==> src/rtl/i2s_pkg.sv <==
// i2s_pkg: I2S frame geometry and FSM state encoding,
// shared by the encoder RTL and the i2s_decoder benches.
package i2s_pkg;

  localparam int SLOT_BITS   = 32;
  localparam int FRAME_SLOTS = 64;

  typedef enum logic {
    IDLE = 1'b0,
    RUN  = 1'b1
  } i2s_state_t;

endpackage

==> src/rtl/i2s_clkgen.sv <==
// i2s_clkgen: SCK divider with one-clock rise/fall strobes.
// Held cleared while the encoder is idle.
module i2s_clkgen #(
  parameter int HALF_DIV = 10
) (
  input  logic clk_60MHz,
  input  logic rst,
  input  logic clr,
  output logic sck,
  output logic sck_rise,
  output logic sck_fall
);

  localparam int CW = $clog2(HALF_DIV);

  logic [CW-1:0] div;
  logic          tick;

  assign tick     = (div == CW'(HALF_DIV - 1));
  assign sck_rise = tick & ~sck;
  assign sck_fall = tick & sck;

  always_ff @(posedge clk_60MHz) begin
    if (rst || clr) begin
      div <= '0;
      sck <= 1'b0;
    end else if (tick) begin
      div <= '0;
      sck <= ~sck;
    end else begin
      div <= div + 1'b1;
    end
  end

endmodule

==> src/rtl/i2s_encoder.sv <==
// i2s_encoder: parallel L/R pairs in, I2S SCK/WS/SD out.
// One-deep holding register; whole 64-slot frames only.
module i2s_encoder
  import i2s_pkg::*;
#(
  parameter int DATAWIDTH = 24,
  parameter int HALF_DIV  = 10
) (
  input  logic                 clk_60MHz,
  input  logic                 rst,
  input  logic                 tx_en,
  input  logic                 in_valid,
  output logic                 in_ready,
  input  logic [DATAWIDTH-1:0] in_left,
  input  logic [DATAWIDTH-1:0] in_right,
  output logic                 sck,
  output logic                 ws,
  output logic                 sd,
  output logic                 frame_start,
  output logic                 underrun,
  output logic                 busy
);

  localparam logic [5:0] LAST_SLOT = 6'(FRAME_SLOTS - 1);
  localparam logic [5:0] LAST_LEFT = 6'(FRAME_SLOTS / 2 - 1);

  i2s_state_t state, state_nxt;

  logic                 load;
  logic                 sck_fall;
  logic                 unused_sck_rise;
  logic [5:0]           slot;
  logic [SLOT_BITS-1:0] shreg;
  logic                 hold_full;
  logic [DATAWIDTH-1:0] hold_l, hold_r;
  logic [DATAWIDTH-1:0] act_r;

  // {1'b0 delay slot, sample MSB..LSB, zero pad}
  function automatic logic [SLOT_BITS-1:0] frame_word(
    input logic [DATAWIDTH-1:0] s
  );
    return SLOT_BITS'(s) << (SLOT_BITS - 1 - DATAWIDTH);
  endfunction

  i2s_clkgen #(
    .HALF_DIV (HALF_DIV)
  ) u_clkgen (
    .clk_60MHz (clk_60MHz),
    .rst       (rst),
    .clr       (state == IDLE),
    .sck       (sck),
    .sck_rise  (unused_sck_rise),
    .sck_fall  (sck_fall)
  );

  assign in_ready = ~hold_full;
  assign busy     = (state == RUN);
  assign sd       = shreg[SLOT_BITS-1];

  always_comb begin
    state_nxt = state;
    load      = 1'b0;
    unique case (state)
      IDLE: begin
        if (tx_en) begin
          state_nxt = RUN;
          load      = 1'b1;
        end
      end
      RUN: begin
        if (sck_fall && slot == LAST_SLOT) begin
          if (tx_en) begin
            load = 1'b1;
          end else begin
            state_nxt = IDLE;
          end
        end
      end
    endcase
  end

  always_ff @(posedge clk_60MHz) begin
    if (rst) begin
      state       <= IDLE;
      slot        <= '0;
      shreg       <= '0;
      ws          <= 1'b1;
      hold_full   <= 1'b0;
      hold_l      <= '0;
      hold_r      <= '0;
      act_r       <= '0;
      frame_start <= 1'b0;
      underrun    <= 1'b0;
    end else begin
      state       <= state_nxt;
      frame_start <= load;
      underrun    <= load & ~hold_full;

      if (in_valid && !hold_full) begin
        hold_full <= 1'b1;
        hold_l    <= in_left;
        hold_r    <= in_right;
      end

      if (load) begin
        slot  <= '0;
        ws    <= 1'b0;
        shreg <= frame_word(hold_full ? hold_l : '0);
        act_r <= hold_full ? hold_r : '0;
        if (hold_full) begin
          hold_full <= 1'b0;
        end
      end else if (state == RUN && state_nxt == IDLE) begin
        slot  <= '0;
        ws    <= 1'b1;
        shreg <= '0;
      end else if (state == RUN && sck_fall) begin
        slot <= slot + 6'd1;
        if (slot == LAST_LEFT) begin
          ws    <= 1'b1;
          shreg <= frame_word(act_r);
        end else begin
          shreg <= shreg << 1;
        end
      end
    end
  end

endmodule

==> config.mk <==
export PLATFORM = sky130hd
export DESIGN_NAME = i2s_encoder
export DESIGN_NICKNAME = d
export VERILOG_FILES = /design/src/rtl/i2s_pkg.sv /design/src/rtl/i2s_clkgen.sv /design/src/rtl/i2s_encoder.sv
export SDC_FILE = /design/constraint.sdc
export NUM_CORES = 1
export LEC_CHECK = 0
export CORE_MARGIN = 3
export CORE_UTILIZATION = 61
export CTS_BUF_LIST = sky130_fd_sc_hd__clkbuf_4 sky130_fd_sc_hd__clkbuf_8
export DETAILED_ROUTE_END_ITERATION = 8
export DONT_BUFFER_PORTS = 1
export PLACE_DENSITY_LB_ADDON = 0.2
export SETUP_SLACK_MARGIN = 0.5
export SLEW_MARGIN = 20
export SYNTH_ARGS = -nofsm -noshare
export SYNTH_HDL_FRONTEND = slang
export SYNTH_HIERARCHICAL = 1
export SYNTH_SLANG_ARGS = --single-unit
==> constraint.sdc <==
create_clock -name clk_60MHz -period 3 [get_ports clk_60MHz]
set_clock_uncertainty 0.2 [all_clocks]
set_input_delay 0 -clock clk_60MHz [delete_from_list [all_inputs] [get_ports clk_60MHz]]
set_output_delay 0 -clock clk_60MHz [all_outputs]
set_load 0.005 [all_outputs]
==> out/metrics.yaml <==
nNetsFinal: 674
r2r-end: "hold_l[4]"
synthesis.area_um2: 4570
ys.warnings.count: 6
num_antenna_cells: 0
syn_inst: 533
power.density_nw_per_um2: 611
cts_sinks: 113
slew_violations: 0
worstPathRequired_ns: 3.16
die_x_um: 92.5
rsz0062_at_grt: "yes"
routabilityCongestion: 0.808
status: "finished, final reports clean"
startpoint: "hold_full"
grt_max_degree: 83
drcViolationCount: 0
antenna_found_initial: 0
grt_pass1_vias: 4512
drtIter0Drc: 383
whs_path_depth: 5
layout_common_cells: "113 x dfxtp_1, 106 x nand2_1, 98 x dlygate4sd3_1"
cts_made_buffers: 17
grt_pass1_wl_mm: 22.0
rows: 30
rr_worst_depth: 4
critPathLaunchType: "flop"
die_area_um2: 8560
area_growth_pct: 33.3
detail-route-antenna-nets: 0
start_util_pct: 65.1
dr.pass1.iters: 5
place_hpwl_mm: 6.17
vias: 4372
slew_headroom_pct: 29.6
cts_buffer_depth: 2
min_path_type: "in2reg"
clk_pin_slew_ns: 0.07
cts_setup_buffers: 0
setup_viol: 0
final_core_util_pct: 86.7
avgSynthCellArea_um2: 8.57
port_buffers: 0
grt.overflow.total: 0
cts_tree: "built"
fin_tns_setup_ns: 0
reg2reg_slack_ns: 0.55
vias_per_cell: 6.01
p_leak_nw: 2.23
insertion_delay_ns: 0.43
h-tree-depth: 4
layout-drive-gt1-share_pct: 8.39
r2r-start: "hold_full"
hp-start: "tx_en"
ios: 59
fp.dieH_um: 92.5
grt_use_total_pct: 32.7
final_hold_viol_count: 0
fmaxAchievable_mhz: 408
path_class: "reg2reg"
cts-root-buf: "clkbuf_8"
end_kind: "flop"
wirelength_mm: 13.6
worst_slew_pin_slew_ns: 1.05
hold_path_end: "shreg[25]"
core_area_um2: 7020
fin_crit_ns: 2.45
wl_per_cell_um: 18.6
synth_fp_nets: 588
crit_path_max_fanout: 19
fin_crit_sh_pct: 81.7
cap_violations: 0
vdd_ir_drop_max_uv: 535
holdWs_ns: 0.0396
final_common_cell: "dfxtp_1"
worstPathArrival_ns: 2.61
-- how the worst max path moves through the flow --
stage	endpoint	cells after the start
finish	hold_l[4]	4
global route	hold_l[23]	6
CTS	hold_r[15]	5
detailed placement	act_r[1]	8
global placement	shreg[7]	8
floorplan	shreg[7]	8
-- timing repair --
item / CTS / global route
endpoints found under the setup margin: 0 / 37
hold buffers: 99 / 0
hold endpoints to repair: 113 / 0
gates resized for setup: 0 / 2
-- per-layer routing --
layer  wire length (µm)  vias up  share of wire, %  global-route usage (%)
met5                  0        -                 0                       0
met4                235        0               1.7                    12.6
met3               1110       32               8.2                    10.6
met2               6650      239                49                    54.9
met1               5560     2069                41                    38.9
li1                   -     2032                 -                       -
-- critical path, stage by stage, from the launching register on --
cell	delay, ns
dfxtp_1	0.42
nor2b_2	0.86
nand2_1	0.15
dlygate4sd3_1	0.62
a21oi_1	0.13
-- final cells by class --
type	instances	area [µm²]
sequential	113	2260
timing repair buffer	109	1090
inverter	5	18.8
clock buffer	21	283
clock inverter	11	200
fill	351	931
tap	96	120
multi-input combinational	373	2120
-- flip-flops by register name (all words and copies together), names as in the netlist, 4 cells and up --
name and count:
act_r 24, slot 6, hold_l 24, shreg 25
hold_r 24, u_clkgen/div 4
-- per-stage QoR --
| stage | area, µm² | worst slack (ns) | std cells | total power, mW |
|---|---|---|---|---|
| floorplan | 4570 | 0.914 | 533 | 1.82 |
| global placement | 4580 | 0.823 | 596 | 1.85 |
| detailed placement | 4580 | 0.687 | 596 | 1.86 |
| CTS | 6070 | 0.560 | 727 | 3.69 |
| global route | 6090 | 0.492 | 728 | 3.83 |
| finish | 6090 | 0.548 | 728 | 3.72 |
-- power by group --
part | total [mW] | switching (mW) | internal [mW]
combinational | 0.371 | 0.192 | 0.179
clock | 1.73 | 0.654 | 1.07
sequential | 1.62 | 0.0516 | 1.57
total | 3.72 | 0.898 | 2.82
(Power assumes the default switching activity.)
